### src/rtl/ds18b20_scratchpad_decoder.sv
// ds18b20_scratchpad_decoder
//   Captures the 72-bit DS18B20 scratchpad when the 1-Wire controller finishes a
//   read, checks the Dallas CRC-8 bit-serially, and decodes the 12-bit
//   temperature into sign / BCD integer / BCD tenths for the display path.
//
//   state | meaning
//   ------+------------------------------------------------------------
//   IDLE  | waiting for a rising edge on i_convertion_done
//   CRC   | shifting frame bits 0..71 through the CRC-8, one per cycle
//   ABS   | magnitude/sign split, bus-error and CRC verdict registered
//   BCD   | 7-step double-dabble of the integer part
//   DONE  | o_valid strobe; result registers already hold the new frame
//
// Ports
//   i_clk, i_rst_n     clock, async active-low reset
//   i_convertion_done  read-complete level from the 1-Wire controller
//   i_ram_9byte        scratchpad, byte0 in [7:0], sampled on capture only
//   o_busy             capture cycle through the o_valid cycle
//   o_valid            one-cycle result strobe
//   o_crc_ok           last frame CRC good and no bus error
//   o_bus_error        last frame all-0 or all-1
//   o_por_value        last accepted temperature equals POR_RAW
//   o_temp_raw         last accepted raw temperature (1/16 C, 2's complement)
//   o_sign             1 = negative
//   o_bcd_int          |T| integer part, {hundreds,tens,units}
//   o_bcd_frac         tenths digit, truncated
module ds18b20_scratchpad_decoder #(
  parameter bit          CHECK_CRC = 1'b1,
  parameter logic [7:0]  CRC_POLY  = 8'h8C,
  parameter logic [15:0] POR_RAW   = 16'h0550
) (
  input  logic        i_clk,
  input  logic        i_rst_n,
  input  logic        i_convertion_done,
  input  logic [71:0] i_ram_9byte,
  output logic        o_busy,
  output logic        o_valid,
  output logic        o_crc_ok,
  output logic        o_bus_error,
  output logic        o_por_value,
  output logic [15:0] o_temp_raw,
  output logic        o_sign,
  output logic [11:0] o_bcd_int,
  output logic [3:0]  o_bcd_frac
);

  typedef enum logic [2:0] {
    ST_IDLE,
    ST_CRC,
    ST_ABS,
    ST_BCD,
    ST_DONE
  } state_t;

  state_t      state_q, state_d;
  logic        done_q;
  logic        start;
  logic [71:0] frame_q;
  logic [6:0]  bit_cnt_q;
  logic [2:0]  bcd_cnt_q;
  logic [7:0]  crc_q;
  logic [7:0]  crc_next;
  logic        crc_fb;
  logic [10:0] mag;
  logic [3:0]  frac_q;
  logic        bus_err_q;
  logic        crc_ok_q;
  logic [18:0] dd_q;
  logic [18:0] dd_adj;
  logic [18:0] dd_step;
  logic [3:0]  frac_digit;
  logic        bus_err;

  // Gated by reset so o_busy reads 0 while reset is held, even with the
  // done level already high and the edge flop cleared.
  assign start   = i_rst_n & (state_q == ST_IDLE) & i_convertion_done & ~done_q;
  assign o_busy  = start | (state_q != ST_IDLE);
  assign o_valid = (state_q == ST_DONE);

  assign crc_fb   = crc_q[0] ^ frame_q[bit_cnt_q];
  assign crc_next = (crc_q >> 1) ^ (crc_fb ? CRC_POLY : 8'h00);

  // Only mag[10:4] and mag[3:0] are ever used, so the 16-bit negate is
  // carried out on the low 11 bits alone (identical result for those bits).
  assign mag     = frame_q[15] ? (~frame_q[10:0] + 11'd1) : frame_q[10:0];
  assign bus_err = (frame_q == 72'h0) | (frame_q == {72{1'b1}});

  assign frac_digit = 4'(({4'b0000, frac_q} * 8'd10) >> 4);

  // Double-dabble step: dd = {hundreds, tens, units, binary[6:0]}.
  always_comb begin
    dd_adj = dd_q;
    if (dd_adj[10:7]  >= 4'd5) dd_adj[10:7]  = dd_adj[10:7]  + 4'd3;
    if (dd_adj[14:11] >= 4'd5) dd_adj[14:11] = dd_adj[14:11] + 4'd3;
    if (dd_adj[18:15] >= 4'd5) dd_adj[18:15] = dd_adj[18:15] + 4'd3;
    dd_step = {dd_adj[17:0], 1'b0};
  end

  always_ff @(posedge i_clk or negedge i_rst_n) begin
    if (!i_rst_n) state_q <= ST_IDLE;
    else          state_q <= state_d;
  end

  always_comb begin
    state_d = state_q;
    case (state_q)
      ST_IDLE: if (start) state_d = ST_CRC;
      ST_CRC:  if (bit_cnt_q == 7'd71) state_d = ST_ABS;
      ST_ABS:  state_d = ST_BCD;
      ST_BCD:  if (bcd_cnt_q == 3'd6) state_d = ST_DONE;
      ST_DONE: state_d = ST_IDLE;
      default: state_d = ST_IDLE;
    endcase
  end

  always_ff @(posedge i_clk or negedge i_rst_n) begin
    if (!i_rst_n) begin
      done_q      <= 1'b0;
      frame_q     <= '0;
      bit_cnt_q   <= '0;
      bcd_cnt_q   <= '0;
      crc_q       <= '0;
      frac_q      <= '0;
      bus_err_q   <= 1'b0;
      crc_ok_q    <= 1'b0;
      dd_q        <= '0;
      o_crc_ok    <= 1'b0;
      o_bus_error <= 1'b0;
      o_por_value <= 1'b0;
      o_temp_raw  <= '0;
      o_sign      <= 1'b0;
      o_bcd_int   <= '0;
      o_bcd_frac  <= '0;
    end else begin
      done_q <= i_convertion_done;
      case (state_q)
        ST_IDLE: begin
          if (start) begin
            frame_q   <= i_ram_9byte;
            crc_q     <= 8'h00;
            bit_cnt_q <= 7'd0;
          end
        end
        ST_CRC: begin
          crc_q     <= crc_next;
          bit_cnt_q <= bit_cnt_q + 7'd1;
        end
        ST_ABS: begin
          frac_q    <= mag[3:0];
          bus_err_q <= bus_err;
          crc_ok_q  <= (crc_q == 8'h00) & ~bus_err;
          dd_q      <= {12'h000, mag[10:4]};
          bcd_cnt_q <= 3'd0;
        end
        ST_BCD: begin
          dd_q      <= dd_step;
          bcd_cnt_q <= bcd_cnt_q + 3'd1;
          // Results land on the edge into DONE so they are current with o_valid.
          if (bcd_cnt_q == 3'd6) begin
            o_crc_ok    <= crc_ok_q;
            o_bus_error <= bus_err_q;
            if (crc_ok_q || !CHECK_CRC) begin
              o_temp_raw  <= frame_q[15:0];
              o_sign      <= frame_q[15];
              o_bcd_int   <= dd_step[18:7];
              o_bcd_frac  <= frac_digit;
              o_por_value <= (frame_q[15:0] == POR_RAW);
            end
          end
        end
        default: ;
      endcase
    end
  end

endmodule

### config.mk
export PLATFORM = sky130hd
export DESIGN_NAME = ds18b20_scratchpad_decoder
export DESIGN_NICKNAME = d
export VERILOG_FILES = /design/src/rtl/ds18b20_scratchpad_decoder.sv
export SDC_FILE = /design/constraint.sdc
export NUM_CORES = 1
export LEC_CHECK = 0
export ABC_AREA = 1
export ABC_CLOCK_PERIOD_IN_PS = 1870
export CAP_MARGIN = 5
export CORE_ASPECT_RATIO = 0.5
export CORE_MARGIN = 1
export CORE_UTILIZATION = 45
export CTS_CLUSTER_DIAMETER = 80
export DETAILED_ROUTE_END_ITERATION = 12
export PLACE_DENSITY = 0.75
export SETUP_SLACK_MARGIN = 0.4
export SYNTH_ARGS = -nofsm -noshare
export SYNTH_HDL_FRONTEND = slang
export SYNTH_SLANG_ARGS = --single-unit
### constraint.sdc
create_clock -name i_clk -period 1.87 [get_ports i_clk]
set_clock_uncertainty 0.2 [all_clocks]
set_input_delay 0.374 -clock i_clk [delete_from_list [all_inputs] [get_ports i_clk]]
set_output_delay 0.374 -clock i_clk [all_outputs]
set_load 0.1 [all_outputs]
==> impl_metrics.env <==
export IMPL_synthArstFlopShare=1.00
export IMPL_yosysTopAreaCell="dfrtp_1"
export IMPL_timing_final_crit_share=1.42
export IMPL_grt_pass1_vias=7658
export IMPL_fmax_mhz=377
export IMPL_fp_row_count=33
export IMPL_synth_top_family_by_area="simple AND/OR/NAND/NOR gates"
export IMPL_synthesis_nets=1039
export IMPL_critPathLaunch="bit_cnt_q[0]"
export IMPL_rsz0062_at_grt="yes"
export IMPL_cts_root_buf="clkbuf_16"
export IMPL_syn_area_sq_um=7620
export IMPL_startpoint_type="flop"
export IMPL_drc=0
export IMPL_initial_core_util=0.463
export IMPL_critPathRequiredTime_ns=1.98
export IMPL_globalRouteTotalUtil=0.285
export IMPL_synthDominantCellAreaShare=0.505
export IMPL_path_clk_slew_ns=0.07
export IMPL_nets=1354
export IMPL_htreeDepth=4
export IMPL_violations="hold timing, setup timing"
export IMPL_antenna_cells=0
export IMPL_cp_data_arrival_time_ns=2.76
export IMPL_cts_tree="yes"
export IMPL_critPathCaptureType="flop"
export IMPL_netlist_instances=949
export IMPL_wirelength_microns=37300
export IMPL_yosys_area_share_adder=0.0256
export IMPL_fp_coreArea_sq_um=16500
export IMPL_grt_max_degree=155
export IMPL_area_growth_pct=85.5
export IMPL_clock_latency_ns=0.44
export IMPL_syn_avg_cell_area_sq_um=8.03
export IMPL_synth_seq_cells=154
export IMPL_synth_area_leaders="dfrtp_1, nand2_1, o21ai_0"
export IMPL_dr_total_vias=9395
export IMPL_die_area_sq_um=17500
export IMPL_wirelength_met1_microns=13100
export IMPL_grt_pass1_wl_microns=38100
export IMPL_power_static_leakage_uw=0.00648
export IMPL_combPwrFrac=0.573
export IMPL_antenna_found_initial=0
export IMPL_run_status="complete, but fails checks"
export IMPL_seq_area_frac_synth=0.505
export IMPL_dr_pass1_iters=7
export IMPL_utilization=0.859
export IMPL_timing_rr_start="bit_cnt_q[0]"
export IMPL_setup_tns_ns=-12.73
export IMPL_die_h_microns=94.0
export IMPL_switching_share=0.461
export IMPL_timing_final_ws_setup_ns=-0.781
export IMPL_post_route_min_period_ns=2.65
export IMPL_seq_power_share=0.267
export IMPL_hold_ws_ns=-0.133
export IMPL_hold_violations=82
export IMPL_io_pins=113
export IMPL_synth_flop_cell="dfrtp_1"
export IMPL_synthXorXnorAreaFrac=0.0138
export IMPL_p_int_uw=11700
export IMPL_power_density_nw_per_um2=1530
export IMPL_wl_met2_microns=17100
export IMPL_slew_violations=0
export IMPL_pre_cts_ws_ns=-0.157
export IMPL_numPortBuffers=112
export IMPL_synth_edf_count=0
export IMPL_clockBufferDepth=2
export IMPL_gp_congestion=0.900
export IMPL_vdd_drop_max_mv=1.04
export IMPL_cts_made_buffers=17
export IMPL_synth_warnings=0
export IMPL_chipWidth_microns=186
export IMPL_hold_class="in -> async"
export IMPL_p_sw_uw=9980
export IMPL_clock_power_share=0.161
export IMPL_maxUsedRoutingLayer="met4"
export IMPL_dp_hpwl_microns=14400
export IMPL_ant_nets=0
export IMPL_cts_sinks=154
export IMPL_max_cap_violations=0
export IMPL_dr_wl_met3_microns=4280
export IMPL_critPathKind="reg -> reg"
export IMPL_power_uw=21700
export IMPL_viasPerCell=6.25
export IMPL_grt_overflow=0
export IMPL_synth_compound_area_frac=0.122
export IMPL_muxShareOfSynthArea=0
export IMPL_wl_per_cell_microns=24.8
export IMPL_setup_viol=62
export IMPL_relSlewSlack=0.401
export IMPL_worstRegToRegCells=16
export IMPL_cp_max_fo=7
export IMPL_ys_types=38
export IMPL_yosys_area_share_simple=0.243
export IMPL_drt_initial_drc_count=1113
export IMPL_layout_drive_gt1_share=0.515
export IMPL_timing_worst_slew_pin_value_ns=0.899
## layout by cell type, fill, tap and decap left out, types with 5 or more instances in the layout
cell             count
nand2_1            140
buf_4              120
dfrtp_1            117
inv_1               95
o21ai_2             79
nand2_2             74
clkdlybuf4s50_1     73
nand2_4             59
buf_12              53
nand3_1             48
buf_6               42
clkbuf_16           39
o21ai_1             37
dfrtp_2             36
nand4_1             26
inv_2               24
nand3_2             21
nor2_1              16
a21oi_1             14
o22ai_2             13
buf_16              12
buf_8               10
ha_1                 9
xor2_1               8
clkinvlp_4           7
o21ai_0              7
nor2_4               6
o22ai_1              6
nor4_1               6
clkinv_4             5
nand3_4              5
inv_6                5
## registers in the layout (all words and copies together) (netlist names)
signal / cells
bcd_cnt_q: 3
bit_cnt_q: 7
bus_err_q: 1
crc_ok_q: 1
crc_q: 8
dd_q: 19
done_q: 1
frac_q: 4
frame_q: 72
o_bcd_frac: 4
o_bcd_int: 12
o_bus_error: 1
o_crc_ok: 1
o_por_value: 1
o_temp_raw: 16
state_q: 3
## Yosys cell counts (3+ instances only)
library cell,instances
nand2_1,274
dfrtp_1,154
o21ai_0,123
inv_1,121
nand3_1,73
nand4_1,26
nor2_1,25
clkbuf_1,20
o22ai_1,20
a21oi_1,17
buf_2,14
ha_1,14
nor4_1,12
xor2_1,10
buf_4,6
inv_2,5
nor3_1,4
o211ai_1,3
o221ai_1,3
## stage by stage
step	instance area [sq um]	instances
detailed placement	10200	1351
floorplan	7890	949
CTS	11700	1416
finish	14100	1504
global route	14100	1504
global placement	10200	1351
## area by class of cell
| type | count | area (sq um) |
|---|---|---|
| inverter | 128 | 520 |
| sequential | 154 | 3900 |
| timing repair inverter | 2 | 23.8 |
| clock inverter | 13 | 109 |
| clock buffer | 19 | 453 |
| fill | 645 | 2330 |
| tap | 227 | 284 |
| multi-input combinational | 629 | 4650 |
| timing repair buffer | 332 | 4200 |
## repair_timing
| item | in CTS | in global routing |
|---|---|---|
| resized for setup | 106 | 450 |
| setup endpoints to repair | 188 | 190 |
| endpoints found under the hold margin | 110 | 34 |
| cloned | 12 | 28 |
| setup buffers | 21 | 60 |
| pin swaps | 40 | 70 |
## final timing paths
check,endpoint,slack [ns]
worst max-delay path,crc_q[2],-0.78
worst min-delay path,dd_q[13],-0.13
worst max register to register,crc_q[2],-0.78
worst min register to register,dd_q[5],0.35
max in group asynchronous,state_q[1],0.83
min in group i_clk,done_q,0.27
## layer usage
layer	global-route usage	up-vias
met5	0	-
met2	0.476	810
met1	0.368	4533
met3	0.0508	291
met4	0.113	0
li1	-	3761
## cell families (layout without fill, tap and decap cells)
| group | Yosys count | in the layout |
|---|---|---|
| xor gates and xnor gates | 12 | 12 |
| DFF | 154 | 154 |
| buffers and inverters | 169 | 494 |
| and+or+nand+nor | 425 | 428 |
| adders and majority gates | 15 | 15 |
| AOI/OAI and AO/OA | 174 | 174 |
## critical path, stage by stage, from the launching register on
cell and delay, ns:
dfrtp_2 0.47, inv_8 0.10, buf_16 0.14, nand2_1 0.09, nand3_1 0.25, nand3_1 0.19, nand2_1 0.09, nand2_1 0.10
nand3_2 0.10, nand2_2 0.15, nand2_2 0.09, nand3_4 0.14, nand2_4 0.09, nand2_4 0.08, nand3_4 0.06, nand3_2 0.09
nand2_1 0.08
## power groups by stage
stage	registers, uW	logic [uW]	clock network (uW)
2_1_floorplan	5370	4320	0
3_3_place_gp	5400	7050	0
3_5_place_dp	5450	7240	0
4_1_cts	5440	8570	3310
5_1_grt	5840	12900	3550
6_report	5780	12400	3480
Note: power is estimated with default switching activity, not from simulation.
